`config.mk`:
```
export PLATFORM = sky130hd
export DESIGN_NAME = uart_receiver_flat
export DESIGN_NICKNAME = d
export VERILOG_FILES = /design/src/rtl/uart_pkg.sv /design/src/rtl/uart_receiver_if.sv /design/src/rtl/uart_rx_sync.sv /design/src/rtl/uart_receiver.sv /design/src/flat_wrapper.sv
export SDC_FILE = /design/constraint.sdc
export NUM_CORES = 1
export LEC_CHECK = 0
export CORE_MARGIN = 4
export CORE_UTILIZATION = 40
export CTS_BUF_LIST = sky130_fd_sc_hd__clkbuf_2 sky130_fd_sc_hd__clkbuf_4 sky130_fd_sc_hd__clkbuf_8
export DETAILED_ROUTE_END_ITERATION = 10
export PLACE_DENSITY = 0.68
export SYNTH_ARGS = -nofsm -noshare
export SYNTH_HDL_FRONTEND = slang
export SYNTH_SLANG_ARGS = --single-unit
```
`constraint.sdc`:
```
create_clock -name clk -period 2.1 [get_ports clk]
set_input_delay 0.315 -clock clk [delete_from_list [all_inputs] [get_ports clk]]
set_output_delay 0.315 -clock clk [all_outputs]
set_load 0.01 [all_outputs]
```
`src/rtl/uart_pkg.sv`:
```
// Shared UART definitions: receiver state encoding, line idle level and
// default frame geometry used by the transmitter, receiver and baud generator.
package uart_pkg;

    typedef enum logic [2:0] {
        IDLE  = 3'd0,
        START = 3'd1,
        DATA  = 3'd2,
        STOP  = 3'd3,
        BRK   = 3'd4
    } rx_state_t;

    localparam logic UART_IDLE_LEVEL = 1'b1;
    localparam int   UART_DATA_BITS  = 8;
    localparam int   UART_OVERSAMPLE = 16;

endpackage

```
`src/rtl/uart_receiver_if.sv`:
```
// Receive-side UART bundle: oversample strobe and serial line in, byte and
// status pulses out, plus the receiver FSM state for observation.
interface uart_rx_if #(
    parameter int DATA_BITS = uart_pkg::UART_DATA_BITS
);
    logic                  sample_tick;
    logic                  rx_serial;
    // rx_valid is a 1-clk pulse with no back-pressure: rx_data is only
    // guaranteed to hold the new byte until the next rx_valid.
    logic [DATA_BITS-1:0]  rx_data;
    logic                  rx_valid;
    logic                  rx_frame_err;
    logic                  rx_busy;
    uart_pkg::rx_state_t   dbg_state;

    modport slave (
        input  sample_tick,
        input  rx_serial,
        output rx_data,
        output rx_valid,
        output rx_frame_err,
        output rx_busy,
        output dbg_state
    );

    modport master (
        output sample_tick,
        output rx_serial,
        input  rx_data,
        input  rx_valid,
        input  rx_frame_err,
        input  rx_busy,
        input  dbg_state
    );
endinterface

```
`src/rtl/uart_rx_sync.sv`:
```
// Metastability synchronizer for the asynchronous serial line; resets to the
// idle level so a reset never looks like a start bit.
module uart_rx_sync
    import uart_pkg::*;
#(
    parameter int SYNC_STAGES = 2
) (
    input  logic clk,
    input  logic rst,
    input  logic din,
    output logic dout
);

    logic [SYNC_STAGES-1:0] chain;

    always_ff @(posedge clk or posedge rst) begin
        if (rst) begin
            chain <= {SYNC_STAGES{UART_IDLE_LEVEL}};
        end else begin
            chain <= {chain[SYNC_STAGES-2:0], din};
        end
    end

    assign dout = chain[SYNC_STAGES-1];

endmodule

```
`src/rtl/uart_receiver.sv`:
```
// UART receive stage: oversampled start detection, mid-bit data sampling,
// stop-bit check with break lockout, registered valid / frame-error pulses.
module uart_receiver
    import uart_pkg::*;
#(
    parameter int DATA_BITS   = UART_DATA_BITS,
    parameter int OVERSAMPLE  = UART_OVERSAMPLE,
    parameter int SYNC_STAGES = 2
) (
    input  logic     clk,
    input  logic     rst,
    uart_rx_if.slave rx
);

    localparam int TW = $clog2(OVERSAMPLE);
    localparam int BW = $clog2(DATA_BITS + 1);
    localparam logic [TW-1:0] TICK_MID = TW'(OVERSAMPLE / 2 - 1);
    localparam logic [TW-1:0] TICK_END = TW'(OVERSAMPLE - 1);
    localparam logic [BW-1:0] BIT_LAST = BW'(DATA_BITS - 1);

    logic                 rxs;
    rx_state_t            state, state_n;
    logic [TW-1:0]        tick_cnt, tick_n;
    logic [BW-1:0]        bit_cnt, bit_n;
    logic [DATA_BITS-1:0] shift_reg, shift_n;
    logic [DATA_BITS-1:0] data_q, data_n;
    logic                 valid_q, valid_n;
    logic                 ferr_q, ferr_n;

    uart_rx_sync #(
        .SYNC_STAGES (SYNC_STAGES)
    ) u_sync (
        .clk  (clk),
        .rst  (rst),
        .din  (rx.rx_serial),
        .dout (rxs)
    );

    always_ff @(posedge clk or posedge rst) begin
        if (rst) begin
            state     <= IDLE;
            tick_cnt  <= '0;
            bit_cnt   <= '0;
            shift_reg <= '0;
            data_q    <= '0;
            valid_q   <= 1'b0;
            ferr_q    <= 1'b0;
        end else begin
            state     <= state_n;
            tick_cnt  <= tick_n;
            bit_cnt   <= bit_n;
            shift_reg <= shift_n;
            data_q    <= data_n;
            valid_q   <= valid_n;
            ferr_q    <= ferr_n;
        end
    end

    always_comb begin
        state_n = state;
        tick_n  = tick_cnt;
        bit_n   = bit_cnt;
        shift_n = shift_reg;
        data_n  = data_q;
        valid_n = 1'b0;
        ferr_n  = 1'b0;
        if (rx.sample_tick) begin
            unique case (state)
                IDLE: begin
                    if (!rxs) begin
                        state_n = START;
                        tick_n  = '0;
                    end
                end
                START: begin
                    // Re-check at mid start bit so short glitches are ignored.
                    if (tick_cnt == TICK_MID) begin
                        tick_n  = '0;
                        bit_n   = '0;
                        state_n = rxs ? IDLE : DATA;
                    end else begin
                        tick_n = tick_cnt + 1'b1;
                    end
                end
                DATA: begin
                    if (tick_cnt == TICK_END) begin
                        tick_n  = '0;
                        shift_n = {rxs, shift_reg[DATA_BITS-1:1]};
                        bit_n   = bit_cnt + 1'b1;
                        if (bit_cnt == BIT_LAST) begin
                            state_n = STOP;
                        end
                    end else begin
                        tick_n = tick_cnt + 1'b1;
                    end
                end
                STOP: begin
                    // Leaving at mid stop bit lets a back-to-back start edge be caught.
                    if (tick_cnt == TICK_END) begin
                        tick_n = '0;
                        if (rxs) begin
                            data_n  = shift_reg;
                            valid_n = 1'b1;
                            state_n = IDLE;
                        end else begin
                            ferr_n  = 1'b1;
                            state_n = BRK;
                        end
                    end else begin
                        tick_n = tick_cnt + 1'b1;
                    end
                end
                BRK: begin
                    if (rxs) begin
                        state_n = IDLE;
                    end
                end
                default: begin
                    state_n = IDLE;
                end
            endcase
        end
    end

    assign rx.rx_data      = data_q;
    assign rx.rx_valid     = valid_q;
    assign rx.rx_frame_err = ferr_q;
    assign rx.rx_busy      = (state != IDLE);
    assign rx.dbg_state    = state;

endmodule

```
`src/flat_wrapper.sv`:
```
// flat-port wrapper written by rule: the top's interface ports become plain ports
module uart_receiver_flat import uart_pkg::*;
#(
    parameter int DATA_BITS   = UART_DATA_BITS,
    parameter int OVERSAMPLE  = UART_OVERSAMPLE,
    parameter int SYNC_STAGES = 2
)
  (clk, rst, rx_sample_tick, rx_rx_serial, rx_rx_data, rx_rx_valid, rx_rx_frame_err, rx_rx_busy, rx_dbg_state);
  uart_rx_if #(.DATA_BITS(DATA_BITS)) rx_i ();
  input  logic clk;
  input  logic rst;
  input wire logic [$bits(rx_i.sample_tick)-1:0] rx_sample_tick;
  input wire logic [$bits(rx_i.rx_serial)-1:0] rx_rx_serial;
  output wire logic [$bits(rx_i.rx_data)-1:0] rx_rx_data;
  output wire logic [$bits(rx_i.rx_valid)-1:0] rx_rx_valid;
  output wire logic [$bits(rx_i.rx_frame_err)-1:0] rx_rx_frame_err;
  output wire logic [$bits(rx_i.rx_busy)-1:0] rx_rx_busy;
  output wire logic [$bits(rx_i.dbg_state)-1:0] rx_dbg_state;
  assign rx_i.sample_tick = rx_sample_tick;
  assign rx_i.rx_serial = rx_rx_serial;
  assign rx_rx_data = rx_i.rx_data;
  assign rx_rx_valid = rx_i.rx_valid;
  assign rx_rx_frame_err = rx_i.rx_frame_err;
  assign rx_rx_busy = rx_i.rx_busy;
  assign rx_dbg_state = rx_i.dbg_state;
  uart_receiver #(.DATA_BITS(DATA_BITS), .OVERSAMPLE(OVERSAMPLE), .SYNC_STAGES(SYNC_STAGES)) u_core (.clk(clk), .rst(rst), .rx(rx_i));
endmodule
```
==> metrics.md <==
| Metric | Value |
|---|---|
| Outcome | `completed` |
| Sequential cell area fraction in the yosys report | `51.8%` |
| Worst Path Required | `1.78 ns` |
| Vias | `1074` |
| Worst EP arrival | `1.62 ns` |
| CP Max Fanout | `12` |
| Cell count after synthesis | `128` |
| Post-DRT Antenna Nets | `0` |
| Post-synth top area cell | `dfrtp_1` |
| Worst path max stage delay | `0.53 ns` |
| Synth warn | `0` |
| FF/Latch Area | `779 sq um` |
| Pins over their slew limit | `0` |
| IO buf count | `17` |
| Max Fclk | `517 MHz` |
| DRT Wirelength | `2.85 mm` |
| Initial Util | `43.3%` |
| Standard-cell rows | `21` |
| Critical path class | `reg2out` |
| Vias in the first global route | `1065` |
| Worst R2R Path Depth | `4` |
| Io pins | `18` |
| Min-delay worst type | `in2async` |
| Area occupied by multi-input gates | `666 sq um` |
| Slowest CP cell | `dfrtp_1` |
| Detailed placer's ending HPWL | `2.05 mm` |
| Postcts setup bufs | `0` |
| Static Leak | `0.843 nW` |
| DP Area | `0.00175 sq mm` |
| Worst-path cell chain | `nor2_4 > nand2_1 > clkdlybuf4s50_1` |
| Root Driver | `clkbuf_8` |
| Clock Sinks | `31` |
| Wire length per cell after detailed routing | `14.3 um` |
| Skew final | `0.00920 ns` |
| Max Cap Viol | `0` |
| Fillers | `307` |
| Final min period | `1.93 ns` |
| Setup crit end kind | `output pin` |
| Hold-fix buffers at CTS | `0` |
| Synthesized cell area | `0.00150 sq mm` |
| # diodes | `0` |
| Largest net degree at the start of global routing | `19` |
| Final-report setup violation count | `0` |
| Startpoint Class | `flop` |
| Synth area leaders | `dfrtp_1, mux2_2, dfstp_2` |
| Finished Core Util | `53.3%` |
| Antenna violations before repair | `0` |
| H-tree depth | `2` |
| Synth cell types | `41` |
| CTS max path bufs | `2` |
| Die area | `0.00480 sq mm` |
| Die height | `69.3 um` |
| #FFs+latches synth | `31` |
| Mean Syn Cell Area | `11.7 sq um` |
| Die width | `69.3 um` |
| Synth top area share | `48.3%` |
| CORE AREA | `0.00347 sq mm` |
| RSZ-0062 raised after global routing | `false` |
| Fin Setup TNS | `0 ns` |
| Least-Margin Pin Slew | `0.529 ns` |
| Syn Nets | `134` |
| Global-route wire length before repair | `5.06 mm` |
| 1st-iter DRT viols | `60` |
| Clock transition at path regs | `0.07 ns` |
| Placed insts | `191` |
| Post-Layout Cell Count | `199` |
| Drt drc | `0` |
| Fin. Hold Viols | `0` |
| Layout cell share with drive strength beyond 1 | `26.1%` |
| Total power | `1.61 mW` |
| First-pass DRT Iterations | `4` |
| CTS tree | `built` |
| Area Growth Syn to Fin | `23.2%` |
| GRT Overall Usage | `13.2%` |
| TritonCTS Buffers | `5` |
| Worst VDD drop | `0.000414 V` |
| Period utilization | `92.1%` |
| Final #Nets | `158` |
| Post-route cell area | `0.00185 sq mm` |
| Overflow after GRT | `0` |
| Final GP Congestion | `0.738` |
| Slew HR | `64.7%` |
| Pwr dens | `873 mW/mm^2` |
| Reg2reg setup slack | `0.39 ns` |
| Clock Latency Late Sink | `0.29 ns` |
| DR vias/cell | `5.40` |
## final timing paths
kind                                   startpoint                     end
max                        u_core.rx.dbg_state[0]              rx_rx_busy
min                                           rst    u_core.rx.rx_data[5]
max reg2reg                u_core.rx.dbg_state[0]       u_core.bit_cnt[2]
min reg2reg                u_core.u_sync.chain[0]  u_core.u_sync.chain[1]
max in group asynchronous                     rst  u_core.rx.dbg_state[1]
min in group clk           u_core.u_sync.chain[0]  u_core.u_sync.chain[1]
## critical path, delay by kind of cell (launching register included)
family | cells | cell delay [ns]
flip-flops | 1 | 0.53
buffers and inverters | 1 | 0.48
AND/OR/NAND/NOR | 2 | 0.32
## per-stage QoR
step / hold slack (ns) / worst slack (ns)
final: 0.358 / 0.166
after global routing: 0.364 / 0.0521
after CTS: 0.361 / 0.0390
after detailed placement: 0.350 / 0.145
after global placement: 0.346 / 0.172
after floorplan: 0.319 / 0.503
## repair_timing
item | in CTS | in global routing
gates resized for setup | 0 | 2
setup endpoints to repair | 0 | 1
endpoints found under the hold margin | 0 | 0
## final cells by class
cell class,instances,share of cell area (%)
clock buffers,5,3.72
flip-flops and latches,31,42.2
well taps,46,3.11
inverters,7,1.42
clock inverters,3,1.29
repair buffers,23,12.3
multi-input cells,84,36.0
## layout by cell type, fill, tap and decap left out, drive strengths merged
cell type,count
o22ai,1
nor3,5
a32o,1
nor3b,1
clkbuf,5
ha,2
buf,6
o311ai,1
a21oi,8
nand2,5
mux2i,1
mux2,17
nand4b,2
a211o,1
o21ai,4
a211oi,1
and2,1
clkinvlp,2
nor2,6
or3b,1
a21o,1
a311oi,1
dfstp,2
xnor2,1
nor4b,3
nand2b,2
clkdlybuf4s50,17
a22o,1
o31ai,3
o211ai,2
nand3,2
or3,1
and4bb,1
dfrtp,29
nand3b,3
inv,8
and3,4
o41ai,1
## Yosys cell counts
cell type and count:
a32o_1 1, nand2_1 5, or3_1 1, nor2_1 4, and2_1 1, xnor2_1 1, ha_1 2, a21o_1 1
a21oi_1 8, clkbuf_1 2, inv_1 7, nor4b_1 3, nor3_4 1, dfrtp_1 29, and4bb_2 1, nand3_1 2
o211ai_1 2, nand3b_1 3, nor2_2 2, nor3b_1 1, o31ai_1 3, o41ai_1 1, dfstp_2 2, mux2_2 17
o22ai_1 1, mux2i_1 1, buf_6 1, or3b_2 1, a311oi_1 1, o311ai_1 1, nand4b_1 1, nor3_1 4
a22o_1 1, buf_2 2, and3_1 4, o21ai_0 4, buf_4 1, nand4b_4 1, nand2b_1 2, a211o_1 1
a211oi_1 1
## per-layer routing
| layer | up-vias | GRT usage (%) | part of all wire (%) |
|---|---|---|---|
| met5 | - | 0 | 0 |
| met4 | 0 | 3.90 | 0.63 |
| met3 | 2 | 6.23 | 5.5 |
| met2 | 27 | 20.3 | 49 |
| met1 | 525 | 16.5 | 45 |
| li1 | 520 | - | - |
## power breakdown
group	total, mW	switching (mW)	leakage [nW]	internal [mW]
Sequential	0.789	0.131	0.406	0.658
Clock	0.475	0.239	0.0408	0.236
Combinational	0.351	0.168	0.396	0.182
## cell families (layout without fill, tap and decap cells)
group,count (synthesis),in the layout,synth area share (%)
adders and majority gates,2,2,1.67
AOI/OAI and AO/OA,26,26,11.5
buffers and inverters,13,38,4.17
xor gates and xnor gates,1,1,0.583
DFF,31,31,51.8
and+or+nand+nor,37,37,16.8
muxes,18,18,13.4
(Power assumes the default switching activity.)
